--- src/rtl/mcpu_alu_sequencer.sv ---
// mcpu_alu_sequencer: multi-cycle execute controller feeding the MCPU 2-bit ALU.
// Accepts one decoded instruction at a time, reads operands from a small
// register file, holds the ALU inputs steady for ALU_WAIT cycles, then writes
// the ALU result back and updates the carry flag on ADD.
module mcpu_alu_sequencer #(
  parameter int CMD_SIZE  = 2,
  parameter int WORD_SIZE = 8,
  parameter int REG_ADDR  = 2,
  parameter int ALU_WAIT  = 1
) (
  input  logic                 clk,
  input  logic                 reset,
  input  logic                 instr_valid,
  output logic                 instr_ready,
  input  logic [CMD_SIZE-1:0]  instr_cmd,
  input  logic [REG_ADDR-1:0]  instr_dst,
  input  logic [REG_ADDR-1:0]  instr_src1,
  input  logic [REG_ADDR-1:0]  instr_src2,
  input  logic                 instr_imm_sel,
  input  logic [WORD_SIZE-1:0] instr_imm,
  output logic [CMD_SIZE-1:0]  alu_cmd,
  output logic [WORD_SIZE-1:0] alu_in1,
  output logic [WORD_SIZE-1:0] alu_in2,
  input  logic [WORD_SIZE-1:0] alu_out,
  input  logic                 alu_cf,
  output logic                 res_valid,
  output logic [WORD_SIZE-1:0] res_data,
  output logic [REG_ADDR-1:0]  res_dst,
  output logic                 cf,
  input  logic [REG_ADDR-1:0]  rd_addr,
  output logic [WORD_SIZE-1:0] rd_data
);

  localparam int NUM_REGS = 1 << REG_ADDR;
  // Counter only needs to hold ALU_WAIT-1; keep at least one bit.
  localparam int CNT_W = (ALU_WAIT > 1) ? $clog2(ALU_WAIT) : 1;
  localparam logic [CNT_W-1:0]    CNT_INIT = CNT_W'(ALU_WAIT - 1);
  localparam logic [CMD_SIZE-1:0] CMD_ADD  = CMD_SIZE'(3);

  typedef enum logic [1:0] {
    ST_IDLE = 2'd0,
    ST_EXEC = 2'd1,
    ST_WB   = 2'd2
  } state_t;

  state_t               r_state;
  state_t               w_state_next;
  logic                 w_accept;
  logic                 w_sample;
  logic [CNT_W-1:0]     r_cnt;
  logic [REG_ADDR-1:0]  r_dst;
  logic [CMD_SIZE-1:0]  r_alu_cmd;
  logic [WORD_SIZE-1:0] r_alu_in1;
  logic [WORD_SIZE-1:0] r_alu_in2;
  logic [WORD_SIZE-1:0] r_res_data;
  logic [REG_ADDR-1:0]  r_res_dst;
  logic                 r_cf;
  logic [WORD_SIZE-1:0] r_regs [NUM_REGS];

  // State register.
  always_ff @(posedge clk) begin
    if (reset) begin
      r_state <= ST_IDLE;
    end else begin
      r_state <= w_state_next;
    end
  end

  // Next-state decode plus handshake / writeback strobes.
  always_comb begin
    w_state_next = r_state;
    instr_ready  = 1'b0;
    res_valid    = 1'b0;
    w_accept     = 1'b0;
    w_sample     = 1'b0;
    case (r_state)
      ST_IDLE: begin
        instr_ready = 1'b1;
        if (instr_valid) begin
          w_accept     = 1'b1;
          w_state_next = ST_EXEC;
        end
      end
      ST_EXEC: begin
        if (r_cnt == '0) begin
          w_sample     = 1'b1;
          w_state_next = ST_WB;
        end
      end
      ST_WB: begin
        res_valid    = 1'b1;
        w_state_next = ST_IDLE;
      end
      default: begin
        w_state_next = ST_IDLE;
      end
    endcase
  end

  // Operand capture at accept, settle countdown, result and carry capture.
  always_ff @(posedge clk) begin
    if (reset) begin
      r_cnt      <= '0;
      r_dst      <= '0;
      r_alu_cmd  <= '0;
      r_alu_in1  <= '0;
      r_alu_in2  <= '0;
      r_res_data <= '0;
      r_res_dst  <= '0;
      r_cf       <= 1'b0;
    end else begin
      if (w_accept) begin
        r_alu_cmd <= instr_cmd;
        r_alu_in1 <= r_regs[instr_src1];
        r_alu_in2 <= instr_imm_sel ? instr_imm : r_regs[instr_src2];
        r_dst     <= instr_dst;
        r_cnt     <= CNT_INIT;
      end else if (r_state == ST_EXEC && r_cnt != '0) begin
        r_cnt <= r_cnt - 1'b1;
      end
      if (w_sample) begin
        r_res_data <= alu_out;
        r_res_dst  <= r_dst;
        if (r_alu_cmd == CMD_ADD) begin
          r_cf <= alu_cf;
        end
      end
    end
  end

  // Register file: cleared on reset, single writeback port.
  always_ff @(posedge clk) begin
    if (reset) begin
      for (int i = 0; i < NUM_REGS; i++) begin
        r_regs[i] <= '0;
      end
    end else if (w_sample) begin
      r_regs[r_dst] <= alu_out;
    end
  end

  assign alu_cmd  = r_alu_cmd;
  assign alu_in1  = r_alu_in1;
  assign alu_in2  = r_alu_in2;
  assign res_data = r_res_data;
  assign res_dst  = r_res_dst;
  assign cf       = r_cf;
  assign rd_data  = r_regs[rd_addr];

endmodule

--- config.mk ---
export PLATFORM = sky130hd
export DESIGN_NAME = mcpu_alu_sequencer
export DESIGN_NICKNAME = d
export VERILOG_FILES = /design/src/rtl/mcpu_alu_sequencer.sv
export SDC_FILE = /design/constraint.sdc
export NUM_CORES = 1
export LEC_CHECK = 0
export ABC_CLOCK_PERIOD_IN_PS = 2050
export CORE_UTILIZATION = 35
export DETAILED_ROUTE_END_ITERATION = 10
export SYNTH_ARGS = -nofsm -noshare
export SYNTH_HDL_FRONTEND = slang
export SYNTH_SLANG_ARGS = --single-unit
--- constraint.sdc ---
create_clock -name clk -period 2.05 [get_ports clk]
set_clock_uncertainty 0.15 [all_clocks]
set_input_delay 0.41 -clock clk [delete_from_list [all_inputs] [get_ports clk]]
set_output_delay 0.41 -clock clk [all_outputs]
set_load 0.01 [all_outputs]
==> reports/qor.csv, run 1 <==
stage,metric,value,unit
grt,pin count of the biggest net entering global routing,38,
power,Peak VDD IR,384,uV
cts,clock-pin slew on the worst setup and hold paths,70,ps
synth,leading post-synthesis cells by cell area,"sky130_fd_sc_hd__edfxtp_1 (30%), sky130_fd_sc_hd__dfxtp_1 (22%), sky130_fd_sc_hd__mux4_2 (11%)",
cts,Skew-Pair Late Insertion Delay,340,ps
outcome,outcome,"finished, final reports clean",
synth,async set or reset register ratio after synthesis,0,
die,die boundary width,96.9,um
die,height of the chip,96.9,um
setup_path,required time of the critical path,1490,ps
synth,portion of the post-synthesis area used by sequential elements,0.521,
setup_path,Setup crit start kind,input pin,
synth,count of flip-flops with a built-in enable after synthesis,32,
cts,clock tree from TritonCTS,yes,
timing,measured slew at the worst slew-check pin,536,ps
place,Port Buffer Count,69,
synth,most used flip-flop cell after synthesis,sky130_fd_sc_hd__dfxtp_1,
die,Std-Cell Core Area,8720,um2
place,"worst slack, placed",-595,ps
synth,mean cell area of the mapped netlist,11.9,um2
cts,sink count of the clock tree,66,
synth,Syn Nets,296,
route,routed wire length per instance,15.1,um
synth,"flops & latches, synth",66,
timing,"Period Utilization, post-route",0.979,
synth,post-synthesis cell area,3150,um2
timing,PnR worst setup slack,43.1,ps
synth,Synth Instances,265,
grt,first-pass GRT wire length,11400,um
die,Std-Cell Rows,34,
timing,unrepaired setup endpoints after global routing,no,
cells_and_area,number of inserted diodes,0,
cts,Num CTS Buffers,9,
setup_path,critical path endpoint category,output pin,
grt,GRT Util Overall,0.155,
timing,Fmax achieved,498,MHz
route,"wirelength, routed",6910,um
cells_and_area,fraction of final layout cells sized beyond drive strength 1,0.244,
route,number of DRC violations after detailed-routing iteration 0,82,
timing,setup violation total in the final timing report,0,
cts,H-tree depth,3,
timing,final max-slew violation count,0,
synth,top cell type by total area after synthesis,sky130_fd_sc_hd__edfxtp_1,
cts,maximum number of buffers from clock root to sink,2,
synth,most used standard cell by instance count after synthesis,sky130_fd_sc_hd__nand2_1,
route,TritonRoute pass-1 iters,5,
die,Starting Density,0.361,
cts,root buf cell,sky130_fd_sc_hd__clkbuf_8,
setup_path,data arrival time of the critical path,1450,ps
route,drc violations,0,
synth,Syn. warnings,0,
synth,library cells used by synthesis,32,
timing,worst slack on hold paths,310,ps
timing,Final Hold Vio Count,0,
grt,via count of the first global-routing pass,2205,
power,Static Leakage,1.56,nW
cells_and_area,layout net count,375,
job,# Max-Cap Violations,0,
setup_path,critical setup path kind,input pin to output pin,
route,routed via count,2248,
die,DIE AREA,9390,um2
timing,Period minus WS final,2010,ps
min_path,worst hold-check path type,flip-flop to flip-flop,
synth,synth cell count leaders,"sky130_fd_sc_hd__nand2_1 (45), sky130_fd_sc_hd__dfxtp_1 (34), sky130_fd_sc_hd__and2_1 (32), sky130_fd_sc_hd__edfxtp_1 (32), sky130_fd_sc_hd__a21oi_1 (23)",
die,I/O pin count,70,
power,power density relative to cell area,729,nW/um2
synth,area share of the leading cell type in the synthesized netlist,0.305,
grt,number of antenna violations at the first check in global routing,0,
place,gp weighted congestion,0.756,
cts,# hold bufs at CTS,0,
route,final antenna-violating net count,0,
timing,Slew HR,0.642,
grt,overflow left after global routing,0,
place,DP Wirelength,5370,um
route,detailed-route vias per instance,4.92,
setup_path,largest fanout on the critical path,8,
setup_path,FF-to-FF setup slack,260,ps
cells_and_area,Area growth syn-to-layout,34.9,%
## metal layers
layer	part of all wire	routed length [um]	GRT usage
met1	0.47	3220	0.202
met5	0	0	0
met3	0.045	312	0.0383
met2	0.48	3310	0.250
met4	0.010	69	0.0517
## logic make-up (layout without fill, tap and decap cells)
kind of cell	after synthesis	count (layout)	share of synthesized area
DFF	66	66	0.521
AOI/OAI and AO/OA	43	43	0.0901
and+or+nand+nor	104	104	0.184
buffers and inverters	19	103	0.0306
muxes	33	33	0.175
## layout make-up
cell class | count | area (um2)
fillers | 797 | 4470
flip-flops and latches | 66 | 1640
multi-input cells | 180 | 1410
clock inverters | 7 | 77.6
repair buffers | 87 | 861
well taps | 108 | 135
clock buffers | 9 | 124
## flip-flops by register name (all words and copies together), names as in the netlist
name / flops
alu_in1: 8
res_data: 8
r_dst: 2
cf: 1
r_state: 2
alu_in2: 8
alu_cmd: 2
res_dst: 2
r_cnt: 1
r_regs: 32
## critical path, cell delays in order
cell,delay [ps]
sky130_fd_sc_hd__clkdlybuf4s15_1,210
sky130_fd_sc_hd__buf_12,140
sky130_fd_sc_hd__mux4_2,520
sky130_fd_sc_hd__buf_2,160
## stage by stage
step	instances	instance area [um2]	util	setup TNS [ps]	total power [mW]
finish	457	4250	0.488	0	3.10
global route	457	4250	0.488	0	3.24
CTS	457	4250	0.487	0	3.14
detailed placement	440	4080	0.468	-10330	2.04
global placement	440	4080	0.468	-9890	2.03
floorplan	265	3150	-	0	1.78
## cell usage in the layout (no fill, tap or decap), types with 2 or more instances in the layout
cell type	synthesis	routed
sky130_fd_sc_hd__a211oi_1	8	8
sky130_fd_sc_hd__a21oi_1	23	23
sky130_fd_sc_hd__a222oi_1	8	8
sky130_fd_sc_hd__and2_1	32	32
sky130_fd_sc_hd__buf_12	0	6
sky130_fd_sc_hd__buf_2	5	8
sky130_fd_sc_hd__buf_4	3	12
sky130_fd_sc_hd__clkbuf_8	0	9
sky130_fd_sc_hd__clkdlybuf4s50_1	0	57
sky130_fd_sc_hd__clkinv_4	0	2
sky130_fd_sc_hd__dfxtp_1	34	34
sky130_fd_sc_hd__dlygate4sd2_1	0	2
sky130_fd_sc_hd__edfxtp_1	32	32
sky130_fd_sc_hd__inv_6	0	2
sky130_fd_sc_hd__mux2_2	16	16
sky130_fd_sc_hd__mux4_2	16	16
sky130_fd_sc_hd__nand2_1	45	45
sky130_fd_sc_hd__nor2_1	12	12
sky130_fd_sc_hd__nor4b_4	2	2
sky130_fd_sc_hd__or2_2	2	2
sky130_fd_sc_hd__or3b_2	2	2
## path summary, 6_finish.rpt
kind / start / endpoint / cells past startpoint
max: rd_addr[0] / rd_data[4] / 4
min: alu_in1[3] / alu_in1[3] / 2
max reg2reg: r_cnt / r_regs[1][3] / 3
min reg2reg: alu_in1[3] / alu_in1[3] / 2
## where the power goes
part	internal, mW	switching (mW)
clock	0.572	0.542
combinational	0.277	0.204
sequential	1.45	0.0542
## timing repair
item / in CTS / in global routing
buffers inserted: 1 / 0
setup endpoints to repair: 9 / 7
endpoints found under the hold margin: 0 / 0
resized for setup: 35 / 2
Power figures use the tool's default switching activity.
==> inputs of run 2 (changes only) <==
--- a/config.mk
+++ b/config.mk
@@ -8,6 +8,7 @@
 export ABC_CLOCK_PERIOD_IN_PS = 2050
 export CORE_UTILIZATION = 35
 export DETAILED_ROUTE_END_ITERATION = 10
+export SKIP_LAST_GASP = 1
 export SYNTH_ARGS = -nofsm -noshare
 export SYNTH_HDL_FRONTEND = slang
 export SYNTH_SLANG_ARGS = --single-unit
==> constraint.sdc (replaced) <==
create_clock -name clk -period 2.05 [get_ports clk]
set_clock_uncertainty 0.15 [all_clocks]
set_input_delay 0.205 -clock clk [delete_from_list [all_inputs] [get_ports clk]]
set_output_delay 0.205 -clock clk [all_outputs]
set_load 0.01 [all_outputs]
==> reports/qor.csv, run 2 (synthesized netlist as in run 1, its figures left out) <==
stage,metric,value,unit
timing,Final Hold Vio Count,0,
cells_and_area,"leading cell type in the layout, fill and taps excluded",sky130_fd_sc_hd__clkdlybuf4s50_1,
timing,"Period Utilization, post-route",0.942,
power,Static Leakage,1.56,nW
route,drc violations,0,
timing,Slew HR,0.640,
grt,first-pass GRT wire length,11200,um
route,TritonRoute pass-1 iters,5,
place,DP Wirelength,5260,um
place,total placed cells including tap cells,438,
setup_path,Setup crit start kind,flip-flop,
die,Std-Cell Core Area,8720,um2
die,Std-Cell Rows,34,
die,I/O pin count,70,
route,routed wire length per instance,15.0,um
grt,GRT Util Overall,0.150,
timing,Fmax achieved,518,MHz
job,# Max-Cap Violations,0,
cells_and_area,final standard cell count with taps included and fillers excluded,454,
route,routed via count,2223,
place,"worst slack, placed",-191,ps
cells_and_area,Area growth syn-to-layout,35.6,%
cells_and_area,most used cells in the layout excluding fill and tap cells,"sky130_fd_sc_hd__clkdlybuf4s50_1 (60), sky130_fd_sc_hd__nand2_1 (45), sky130_fd_sc_hd__dfxtp_1 (34), sky130_fd_sc_hd__and2_1 (32), sky130_fd_sc_hd__edfxtp_1 (32)",
power,Tot Pwr,3.20,mW
setup_path,critical setup path kind,flip-flop to output pin,
cts,Skew-Pair Late Insertion Delay,340,ps
cts,Num CTS Buffers,9,
cts,# hold bufs at CTS,0,
cts,clock-pin slew on the worst setup and hold paths,70,ps
place,Port Buffer Count,69,
cts,sink count of the clock tree,66,
route,detailed-route vias per instance,4.90,
cells_and_area,layout net count,372,
place,gp weighted congestion,0.760,
timing,PnR worst setup slack,120,ps
die,DIE AREA,9390,um2
grt,overflow left after global routing,0,
grt,pin count of the biggest net entering global routing,38,
timing,setup violation total in the final timing report,0,
power,power density relative to cell area,750,nW/um2
die,Starting Density,0.361,
cts,root buf cell,sky130_fd_sc_hd__clkbuf_8,
cells_and_area,register ranked first by flip-flop count,r_regs,
cells_and_area,fraction of final layout cells sized beyond drive strength 1,0.214,
cells_and_area,area of all placed cells without fillers,4280,um2
timing,final max-slew violation count,0,
cts,clock tree from TritonCTS,yes,
die,die boundary width,96.9,um
setup_path,largest fanout on the critical path,3,
cts,post-CTS repair timing setup buffer count,0,
place,post-detailed-placement cell area,4060,um2
cells_and_area,final cell utilization of the core,0.490,
cts,maximum number of buffers from clock root to sink,2,
min_path,worst hold-check path type,input pin to flip-flop,
route,number of DRC violations after detailed-routing iteration 0,87,
outcome,outcome,"finished, final reports clean",
die,height of the chip,96.9,um
setup_path,required time of the critical path,1690,ps
timing,final setup TNS,0,ps
cells_and_area,number of flip-flops under the largest register name,32,
timing,Period minus WS final,1930,ps
grt,number of antenna violations at the first check in global routing,0,
setup_path,critical path endpoint category,output pin,
timing,worst slack on hold paths,267,ps
cts,H-tree depth,3,
timing,unrepaired setup endpoints after global routing,no,
setup_path,data arrival time of the critical path,1580,ps
grt,via count of the first global-routing pass,2199,
cells_and_area,number of inserted diodes,0,
timing,measured slew at the worst slew-check pin,538,ps
power,Peak VDD IR,360,uV
route,final antenna-violating net count,0,
route,"wirelength, routed",6810,um
-- run 2: cell type report --
class	instances	area (um2)
timing repair buffer	84	858
fill	801	4450
tap	108	135
multi-input combinational	180	1410
sequential	66	1640
clock inverter	6	88.8
clock buffer	10	138
-- run 2: worst paths after layout --
kind | from | endpoint | slack, ps | depth (start not counted)
hold / removal | instr_cmd[0] | alu_cmd[0] | 270 | 3
setup / recovery | r_regs[2][4] | rd_data[4] | 120 | 2
hold reg to reg | alu_in1[7] | alu_in1[7] | 310 | 2
setup reg to reg | r_cnt | r_regs[1][6] | 260 | 3
-- run 2: power by group --
part / internal, mW / leakage [nW] / switching (mW) / total, mW
sequential: 1.45 / 0.609 / 0.0534 / 1.51
combinational: 0.276 / 0.839 / 0.201 / 0.477
clock: 0.720 / 0.109 / 0.501 / 1.22
total: 2.45 / 1.56 / 0.756 / 3.20
-- run 2: timing repair --
item,4_1_cts,5_1_grt
endpoints found under the setup margin,8,7
pin swaps,0,0
resized for setup,8,1
-- run 2: layer usage --
layer | up-vias | part of all wire | global-route usage
met2 | 55 | 0.47 | 0.242
li1 | 1128 | - | -
met3 | 12 | 0.033 | 0.0289
met4 | 0 | 0.016 | 0.0654
met5 | - | 0 | 0
met1 | 1028 | 0.48 | 0.197
-- run 2: critical path, stage by stage (launching register included) --
cell and delay, ps:
sky130_fd_sc_hd__edfxtp_1 430, sky130_fd_sc_hd__mux4_2 510, sky130_fd_sc_hd__dlygate4sd2_1 300
==> inputs of run 3 (changes only) <==
--- a/config.mk
+++ b/config.mk
@@ -6,6 +6,7 @@
 export NUM_CORES = 1
 export LEC_CHECK = 0
 export ABC_CLOCK_PERIOD_IN_PS = 2050
+export CORE_ASPECT_RATIO = 0.7
 export CORE_UTILIZATION = 35
 export DETAILED_ROUTE_END_ITERATION = 10
 export SKIP_LAST_GASP = 1
==> reports/qor.csv, run 3 (synthesized netlist as in run 1, its figures left out) <==
stage,metric,value,unit
cts,post-CTS repair timing setup buffer count,0,
timing,unrepaired setup endpoints after global routing,no,
setup_path,Setup crit start kind,flip-flop,
grt,via count of the first global-routing pass,2328,
cells_and_area,register ranked first by flip-flop count,r_regs,
timing,measured slew at the worst slew-check pin,513,ps
timing,Fmax achieved,525,MHz
setup_path,critical path endpoint category,output pin,
cts,Num CTS Buffers,9,
cells_and_area,Area growth syn-to-layout,39.5,%
grt,overflow left after global routing,0,
die,I/O pin count,70,
power,power density relative to cell area,835,nW/um2
cells_and_area,most used cells in the layout excluding fill and tap cells,"sky130_fd_sc_hd__clkdlybuf4s50_1 (60), sky130_fd_sc_hd__nand2_1 (45), sky130_fd_sc_hd__dfxtp_1 (34), sky130_fd_sc_hd__and2_1 (32), sky130_fd_sc_hd__edfxtp_1 (32)",
setup_path,largest fanout on the critical path,3,
route,number of DRC violations after detailed-routing iteration 0,153,
min_path,number of cells traversed by the worst hold path,3,
route,detailed-route vias per instance,5.08,
cts,# hold bufs at CTS,0,
cts,Skew-Pair Late Insertion Delay,330,ps
setup_path,critical setup path kind,flip-flop to output pin,
grt,number of antenna violations at the first check in global routing,0,
route,drc violations,0,
cells_and_area,number of inserted diodes,0,
timing,setup violation total in the final timing report,0,
cts,sink count of the clock tree,66,
timing,worst slack on hold paths,276,ps
outcome,outcome,"finished, final reports clean",
timing,Period minus WS final,1900,ps
route,routed via count,2366,
job,# Max-Cap Violations,0,
route,final antenna-violating net count,0,
die,DIE AREA,9390,um2
place,total placed cells including tap cells,450,
cts,maximum number of buffers from clock root to sink,2,
die,Std-Cell Core Area,8580,um2
cts,clock tree from TritonCTS,yes,
route,routed wire length per instance,16.7,um
cts,root buf cell,sky130_fd_sc_hd__clkbuf_16,
timing,final max-slew violation count,0,
cells_and_area,layout net count,372,
timing,"Period Utilization, post-route",0.929,
cts,H-tree depth,3,
place,DP Wirelength,5860,um
setup_path,data arrival time of the critical path,1550,ps
power,Static Leakage,1.60,nW
power,Peak VDD IR,477,uV
timing,Final Hold Vio Count,0,
setup_path,number of cells on the worst reg-to-reg path,3,
route,TritonRoute pass-1 iters,4,
die,Std-Cell Rows,28,
min_path,worst hold-check path type,input pin to flip-flop,
die,Starting Density,0.367,
setup_path,required time of the critical path,1690,ps
grt,first-pass GRT wire length,12700,um
cells_and_area,final standard cell count with taps included and fillers excluded,466,
die,height of the chip,81.4,um
grt,GRT Util Overall,0.185,
place,Port Buffer Count,69,
die,die boundary width,115,um
route,"wirelength, routed",7790,um
cells_and_area,Filler Cells Inserted,759,
cells_and_area,fraction of final layout cells sized beyond drive strength 1,0.214,
cells_and_area,"leading cell type in the layout, fill and taps excluded",sky130_fd_sc_hd__clkdlybuf4s50_1,
cts,clock-pin slew on the worst setup and hold paths,50,ps
cells_and_area,number of flip-flops under the largest register name,32,
cells_and_area,final cell utilization of the core,0.512,
timing,Slew HR,0.658,
place,gp weighted congestion,0.784,
grt,pin count of the biggest net entering global routing,38,
-- run 3: cell types whose count changed in the layout (fill, tap and decap cells not counted) --
cell	delta
sky130_fd_sc_hd__inv_6	+1
sky130_fd_sc_hd__clkinv_4	+2
sky130_fd_sc_hd__dlygate4sd2_1	-5
sky130_fd_sc_hd__clkbuf_16	+9
sky130_fd_sc_hd__clkinvlp_4	-2
sky130_fd_sc_hd__clkdlybuf4s15_1	+5
sky130_fd_sc_hd__clkbuf_8	-10
-- run 3: final cells by class --
type                    count  area (um2)  area share
repair buffers             84         865       0.197
flip-flops and latches     66        1640       0.373
multi-input cells         180        1410       0.322
well taps                 120         150      0.0342
clock inverters             7         100      0.0228
clock buffers               9         225      0.0512
-- run 3: routing by layer --
metal / up-vias / GRT usage / part of all wire
met4: 0 / 0.0740 / 0.014
li1: 1132 / - / -
met5: - / 0 / 0
met1: 1150 / 0.256 / 0.50
met3: 11 / 0.0575 / 0.061
met2: 73 / 0.268 / 0.42
-- run 3: path summary, 6_finish.rpt --
kind / end / slack (ps) / startpoint
worst max-delay path: rd_data[6] / 150 / r_regs[2][6]
worst min register to register: alu_in1[4] / 300 / alu_in1[4]
worst min-delay path: alu_cmd[0] / 280 / instr_cmd[0]
worst max register to register: r_regs[1][1] / 280 / r_cnt
-- run 3: critical path: stages (launching register included) --
cell                            delay (ps)
sky130_fd_sc_hd__edfxtp_1              450
sky130_fd_sc_hd__mux4_2                470
sky130_fd_sc_hd__dlygate4sd2_1         300
-- run 3: what timing repair did --
item | CTS | global route
endpoints found under the setup margin | 8 | 6
gates resized for setup | 8 | 6
gates cloned | 0 | 0
-- run 3: where the power goes --
group	internal, mW	leakage, nW	switching (mW)	total, mW
sequential	1.46	0.609	0.0618	1.52
clock	1.07	0.160	0.592	1.67
combinational	0.278	0.830	0.209	0.487
-- run 3: stage by stage --
step	setup slack [ps]	TNS, ps	total power, mW	area, um2
2_1_floorplan	143	0	1.78	3150
3_3_place_gp	-171	-1230	2.03	4070
3_5_place_dp	-191	-1530	2.04	4070
4_1_cts	-2.12	-2.12	3.71	4390
5_1_grt	87.2	0	3.81	4400
6_report	146	0	3.67	4400
